<file path="config.mk">
export PLATFORM = sky130hd
export DESIGN_NAME = out_channel_reader_flat
export DESIGN_NICKNAME = d
export VERILOG_FILES = /design/src/rtl/out_channel_if.sv /design/src/rtl/out_channel_reader.sv /design/src/flat_wrapper.sv
export SDC_FILE = /design/constraint.sdc
export NUM_CORES = 1
export LEC_CHECK = 0
export CELL_PAD_IN_SITES_DETAIL_PLACEMENT = 2
export CELL_PAD_IN_SITES_GLOBAL_PLACEMENT = 2
export CORE_ASPECT_RATIO = 1.75
export CORE_UTILIZATION = 36
export DETAILED_ROUTE_END_ITERATION = 10
export GPL_TIMING_DRIVEN = 1
export PLACE_DENSITY_LB_ADDON = 0.1
export SLEW_MARGIN = 15
export SYNTH_ARGS = -nofsm -noshare
export SYNTH_HDL_FRONTEND = slang
export SYNTH_SLANG_ARGS = --single-unit
</file>
<file path="constraint.sdc">
create_clock -name clock_i -period 6.15 [get_ports clock_i]
set_clock_uncertainty 0.05 [all_clocks]
set_input_delay 1.845 -clock clock_i [delete_from_list [all_inputs] [get_ports clock_i]]
set_output_delay 1.845 -clock clock_i [all_outputs]
set_load 0.005 [all_outputs]
</file>
<file path="src/rtl/out_channel_if.sv">
// Out-channel handshake bundle: the machine writes words on the wr_* side and
// the downstream sink drains them on the rd_* side.
interface out_channel_if #(
  parameter int W = 12
);
  logic         wr_valid;
  logic [W-1:0] wr_data;
  logic         wr_ready;
  logic         rd_valid;
  logic [W-1:0] rd_data;
  logic         rd_ready;

  // Buffer side: accepts writes, presents the head word.
  modport slave (
    input  wr_valid, wr_data, rd_ready,
    output wr_ready, rd_valid, rd_data
  );

  // Environment side: produces writes, consumes the head word.
  modport master (
    output wr_valid, wr_data, rd_ready,
    input  wr_ready, rd_valid, rd_data
  );
endinterface

</file>
<file path="src/rtl/out_channel_reader.sv">
// Consumer end of the program out channel. Words are buffered in a circular
// buffer, streamed to the sink over valid/ready, and checked against an
// expected vector so a test harness can watch finished/success.
module out_channel_reader #(
  parameter int MemoryElementWidth = 12,
  parameter int NOut               = 3,
  parameter int NExpect            = 3,
  parameter int TimeoutSteps       = 10
) (
  input  logic                                  clock_i,
  input  logic                                  reset_i,    // active low, synchronous
  out_channel_if.slave                          ch,
  input  logic [NExpect*MemoryElementWidth-1:0] expected_i,
  output logic [15:0]                           popped_o,
  output logic                                  overflow_o,
  output logic                                  finished_o,
  output logic                                  success_o
);

  localparam int W  = MemoryElementWidth;
  localparam int PW = (NOut > 1) ? $clog2(NOut) : 1;
  localparam int OW = $clog2(NOut + 1);
  localparam logic [PW-1:0] PTR_LAST = PW'(NOut - 1);
  localparam logic [OW-1:0] OCC_FULL = OW'(NOut);

  typedef enum logic {ST_RUN, ST_DONE} state_t;

  logic [W-1:0]  mem_q [NOut];
  logic [PW-1:0] head_q, head_d, tail_q, tail_d;
  logic [OW-1:0] occ_q, occ_d;
  logic [W-1:0]  rd_data_q;
  logic [31:0]   steps_q, steps_d;
  logic [15:0]   popped_q, popped_d;
  logic          overflow_q, overflow_d;
  logic          mismatch_q, mismatch_d;
  logic          finished_q, success_q;
  state_t        state_q;

  logic          wr_ready, rd_valid, push, pop, bypass;
  logic          finish_cond, success_d;
  logic [W-1:0]  exp_words [NExpect];
  logic [W-1:0]  exp_word;

  // Pointers wrap at NOut-1, so any depth works, not just powers of two.
  function automatic logic [PW-1:0] ptr_inc(input logic [PW-1:0] p);
    return (p == PTR_LAST) ? '0 : p + 1'b1;
  endfunction

  // Unpack the flat expected vector into one word per slot.
  for (genvar gi = 0; gi < NExpect; gi++) begin : g_exp
    assign exp_words[gi] = expected_i[gi*W +: W];
  end

  // Handshake: everything is held off while reset is asserted.
  assign wr_ready    = reset_i && (occ_q < OCC_FULL);
  assign rd_valid    = reset_i && (occ_q != '0);
  assign push        = ch.wr_valid && wr_ready;
  assign pop         = rd_valid && ch.rd_ready;
  assign ch.wr_ready = wr_ready;
  assign ch.rd_valid = rd_valid;
  assign ch.rd_data  = rd_valid ? rd_data_q : '0;

  // Next-state for pointers, occupancy, counters and sticky flags.
  always_comb begin
    head_d = pop  ? ptr_inc(head_q) : head_q;
    tail_d = push ? ptr_inc(tail_q) : tail_q;
    occ_d  = occ_q;
    case ({push, pop})
      2'b10:   occ_d = occ_q + 1'b1;
      2'b01:   occ_d = occ_q - 1'b1;
      default: occ_d = occ_q;
    endcase
    // The slot that becomes head is being written this edge only when the
    // buffer drains to empty before the push; then the head register must
    // take the incoming word instead of the stale RAM contents.
    bypass = push && (head_d == tail_q);

    exp_word = '0;
    for (int k = 0; k < NExpect; k++) begin
      if (popped_q == 16'(k)) exp_word = exp_words[k];
    end

    steps_d    = (steps_q == 32'hFFFF_FFFF) ? steps_q : steps_q + 32'd1;
    popped_d   = (pop && popped_q != 16'hFFFF) ? popped_q + 16'd1 : popped_q;
    overflow_d = overflow_q || (ch.wr_valid && !wr_ready);
    mismatch_d = mismatch_q ||
                 (pop && (({1'b0, popped_q} >= 17'(NExpect)) || (ch.rd_data != exp_word)));

    finish_cond = (({1'b0, steps_q} + 33'd1) > 33'(TimeoutSteps)) ||
                  (pop && (({1'b0, popped_q} + 17'd1) == 17'(NExpect)));
    success_d   = ({1'b0, popped_d} == 17'(NExpect)) && !mismatch_d && !overflow_d;
  end

  // Buffer RAM write port; contents intentionally survive reset.
  always_ff @(posedge clock_i) begin
    if (push) mem_q[tail_q] <= ch.wr_data;
  end

  // Buffer bookkeeping and registered head-word read.
  always_ff @(posedge clock_i) begin
    if (!reset_i) begin
      head_q     <= '0;
      tail_q     <= '0;
      occ_q      <= '0;
      rd_data_q  <= '0;
      steps_q    <= '0;
      popped_q   <= '0;
      overflow_q <= 1'b0;
      mismatch_q <= 1'b0;
    end else begin
      head_q     <= head_d;
      tail_q     <= tail_d;
      occ_q      <= occ_d;
      rd_data_q  <= (occ_d == '0) ? '0 : (bypass ? ch.wr_data : mem_q[head_d]);
      steps_q    <= steps_d;
      popped_q   <= popped_d;
      overflow_q <= overflow_d;
      mismatch_q <= mismatch_d;
    end
  end

  // Checker FSM: RUN until the finish condition, then DONE with frozen result.
  always_ff @(posedge clock_i) begin
    if (!reset_i) begin
      state_q    <= ST_RUN;
      finished_q <= 1'b0;
      success_q  <= 1'b0;
    end else begin
      case (state_q)
        ST_RUN: begin
          if (finish_cond) begin
            state_q    <= ST_DONE;
            finished_q <= 1'b1;
            success_q  <= success_d;
          end
        end
        default: state_q <= ST_DONE;
      endcase
    end
  end

  assign popped_o   = popped_q;
  assign overflow_o = overflow_q;
  assign finished_o = finished_q;
  assign success_o  = success_q;

endmodule

</file>
<file path="src/flat_wrapper.sv">
// flat-port wrapper written by rule: the top's interface ports become plain ports
module out_channel_reader_flat 
#(
  parameter int MemoryElementWidth = 12,
  parameter int NOut               = 3,
  parameter int NExpect            = 3,
  parameter int TimeoutSteps       = 10
)
  (clock_i, reset_i, expected_i, popped_o, overflow_o, finished_o, success_o, ch_wr_valid, ch_wr_data, ch_rd_ready, ch_wr_ready, ch_rd_valid, ch_rd_data);
  out_channel_if #(.W((12))) ch_i ();
  input  logic clock_i;
  input  logic reset_i;
  input  logic [NExpect*MemoryElementWidth-1:0] expected_i;
  output logic [15:0] popped_o;
  output logic overflow_o;
  output logic finished_o;
  output logic success_o;
  input wire logic [$bits(ch_i.wr_valid)-1:0] ch_wr_valid;
  input wire logic [$bits(ch_i.wr_data)-1:0] ch_wr_data;
  input wire logic [$bits(ch_i.rd_ready)-1:0] ch_rd_ready;
  output wire logic [$bits(ch_i.wr_ready)-1:0] ch_wr_ready;
  output wire logic [$bits(ch_i.rd_valid)-1:0] ch_rd_valid;
  output wire logic [$bits(ch_i.rd_data)-1:0] ch_rd_data;
  assign ch_i.wr_valid = ch_wr_valid;
  assign ch_i.wr_data = ch_wr_data;
  assign ch_i.rd_ready = ch_rd_ready;
  assign ch_wr_ready = ch_i.wr_ready;
  assign ch_rd_valid = ch_i.rd_valid;
  assign ch_rd_data = ch_i.rd_data;
  out_channel_reader #(.MemoryElementWidth(MemoryElementWidth), .NOut(NOut), .NExpect(NExpect), .TimeoutSteps(TimeoutSteps)) u_core (.clock_i(clock_i), .reset_i(reset_i), .ch(ch_i), .expected_i(expected_i), .popped_o(popped_o), .overflow_o(overflow_o), .finished_o(finished_o), .success_o(success_o));
endmodule
</file>
==> results.sh <==
export IMPL_status="finished clean"
export IMPL_hp_start="u_core.finished_o"
export IMPL_use_met1_pct=25.2
export IMPL_dr_pass1_iters=4
export IMPL_final_hold_viol_count=0
export IMPL_synthArstFlopShare_pct=0
export IMPL_routed_wl_um=21000
export IMPL_holdBufCountCts=0
export IMPL_hp_class="reg -> reg"
export IMPL_place_gp_congestion=0.834
export IMPL_grt_pass1_wl_um=33100
export IMPL_worst_pin_slew_ns=0.902
export IMPL_fill_cells=1884
export IMPL_synth_top_family_by_area="simple AND/OR/NAND/NOR gates"
export IMPL_synth_cell_type_count=71
export IMPL_slew_headroom_pct=39.6
export IMPL_postCtsSetupBuffers=0
export IMPL_rows=62
export IMPL_start_kind="input port"
export IMPL_setup_tns_final_ns=0
export IMPL_cts_sinks=107
export IMPL_grt_max_degree=57
export IMPL_drc=0
export IMPL_netlist_top_cells_area="dfxtp_1, edfxtp_1, a21oi_1, xnor2_1, nor2_1"
export IMPL_yosysTopAreaCellShare_pct=23.4
export IMPL_required_ns=4.26
export IMPL_worst_path_max_fanout=16
export IMPL_io_buffers=84
export IMPL_startpoint="reset_i"
export IMPL_cts_htree_levels=3
export IMPL_power_total_w=0.00161
export IMPL_nets=808
export IMPL_grt_overflow=0
export IMPL_insertion_delay_ns=0.36
export IMPL_clk_pin_slew_ns=0.08
export IMPL_dieWidth_um=100
export IMPL_grt_pass1_vias=6232
export IMPL_r2r_setup_slack_ns=2.49
export IMPL_wire_per_inst_um=21.4
export IMPL_reg2reg_from="u_core.popped_o[0]"
export IMPL_drt_iter0_drc=147
export IMPL_cts_tree="yes"
export IMPL_fmax_mhz=174
export IMPL_diodes=0
export IMPL_antenna_found_initial=0
export IMPL_die_h_um=174
export IMPL_synthesis_area_um2=6080
export IMPL_seq_area_frac_synth_pct=41.2
export IMPL_track_usage_pct=24.5
export IMPL_dieArea_um2=17400
export IMPL_yosysMostFrequentCell="nor2_1"
export IMPL_synth_fp_nets=757
export IMPL_numCtsBuffers=9
export IMPL_muxShareOfSynthArea_pct=2.80
export IMPL_synth_top_cell_by_area="dfxtp_1"
export IMPL_drv_cap=0
export IMPL_busiest_layer="met2"
export IMPL_dp_hpwl_um=15400
export IMPL_yosysWarnings=0
export IMPL_vias=5499
export IMPL_synthCells=698
export IMPL_synth_xor_area_share_pct=8.21
export IMPL_worst_slack_ns=0.407
export IMPL_cp_arrival_ns=3.85
export IMPL_min_period_over_period_pct=93.4
export IMPL_period_needed_ns=5.74
export IMPL_met2_usage_pct=48.6
export IMPL_synth_edf_count=36
export IMPL_maxSlewViolCount=0
export IMPL_path_class="in -> out"
export IMPL_synth_commonest_cells="nor2_1, dfxtp_1, a21oi_1"
export IMPL_drtAntennaViolNets=0
export IMPL_seq_area_um2=2500
export IMPL_avgSynthCellArea_um2=8.71
export IMPL_grt_setup_unrepaired="no"
export IMPL_vias_per_cell=5.62
export IMPL_pin_count=85
export IMPL_setup_viol_count_final=0
export IMPL_cts_resized=0
export IMPL_leakage_nw=2.59
export IMPL_core_um2=16400
export IMPL_peakVddDrop_v=0.000141
export IMPL_synth_compound_area_share_pct=15.8
export IMPL_synth_adder_area_share_pct=1.44
export IMPL_clock_path_buffers=2
export IMPL_synth_simple_gate_area_share_pct=25.6
export IMPL_cts_root_buf="clkbuf_16"
export IMPL_synthFlopType="dfxtp_1"
export IMPL_dp_slack_ns=0.424
export IMPL_syn2layout_area_growth_pct=21.0
export IMPL_worstSetupEndpointType="output port"
export IMPL_start_util_pct=37.0
export IMPL_multi_input_area_um2=3280
export IMPL_power_density_nw_per_um2=219
export IMPL_grt_util_met3_pct=2.41
export IMPL_drive_gt1_share_pct=6.23
export IMPL_ys_seq_elements=107
==> final cells by class <==
type / instances / share of cell area [%]
clock buffers: 9 / 3.06
clock inverters: 7 / 1.34
inverters: 19 / 0.970
multi-input cells: 521 / 44.7
flip-flops and latches: 107 / 34.0
well taps: 224 / 3.81
repair buffers: 91 / 12.1
==> registers in the layout, summed over array words and instances, names as in the netlist <==
register / flops
u_core.state_q: 1
u_core.mem_q: 36
u_core.head_q: 2
u_core.success_o: 1
u_core.overflow_o: 1
u_core.popped_o: 16
u_core.finished_o: 1
u_core.tail_q: 2
u_core.mismatch_q: 1
u_core.occ_q: 2
u_core.steps_q: 32
u_core.rd_data_q: 12
==> worst paths after layout <==
| kind | endpoint | depth (start not counted) |
|---|---|---|
| min reg2reg | u_core.finished_o | 1 |
| max | ch_rd_data[1] | 5 |
| min | u_core.finished_o | 1 |
| max reg2reg | u_core.success_o | 9 |
==> placed cells by master (no fill, tap or decap), types with 4 or more instances in the layout <==
master	instances
clkdlybuf4s50_1	84
nor2_1	74
dfxtp_1	71
a21oi_1	64
nand2_1	57
edfxtp_1	36
xnor2_1	35
nand3_1	28
xor2_1	22
nand4_1	20
inv_1	19
mux2i_1	17
and2_1	16
o21ai_0	14
nor3_1	13
a211o_1	13
and3_1	12
nor4_1	11
a31oi_1	11
nor2b_1	10
nand3b_1	10
clkbuf_16	9
or3_1	7
ha_1	7
buf_4	7
nor3b_1	6
nor4_2	5
and4_1	4
o22ai_1	4
==> cells by family after synthesis <==
group,count (synthesis)
xor gates and xnor gates,57
buffers and inverters,70
DFF,107
muxes,17
adders and majority gates,7
AOI/OAI and AO/OA,148
and+or+nand+nor,292
==> critical path: stages <==
cell and delay, ns:
clkdlybuf4s50_1 0.61, o21ai_1 0.17, inv_1 0.37, and2_0 0.30
clkdlybuf4s50_1 0.54
==> power by group <==
part	switching [W]	internal [W]
registers	0.0000242	0.000753
clock network	0.000324	0.000302
logic	0.000112	0.0000975
==> through the flow <==
stage	cells	util (%)	instance area, um2	hold WS [ns]
final	978	44.7	7360	0.424
after CTS	978	44.7	7350	0.432
after floorplan	698	-	6080	0.401
after global routing	978	44.7	7360	0.456
after global placement	962	42.7	7030	0.406
after detailed placement	962	42.7	7030	0.411
==> routing by layer <==
metal  vias up  wire (um)
met5         -          0
met4         0        709
met3        32        411
met2        95      11900
met1      2766       7920
li1       2606          -
Power figures use the tool's default switching activity.
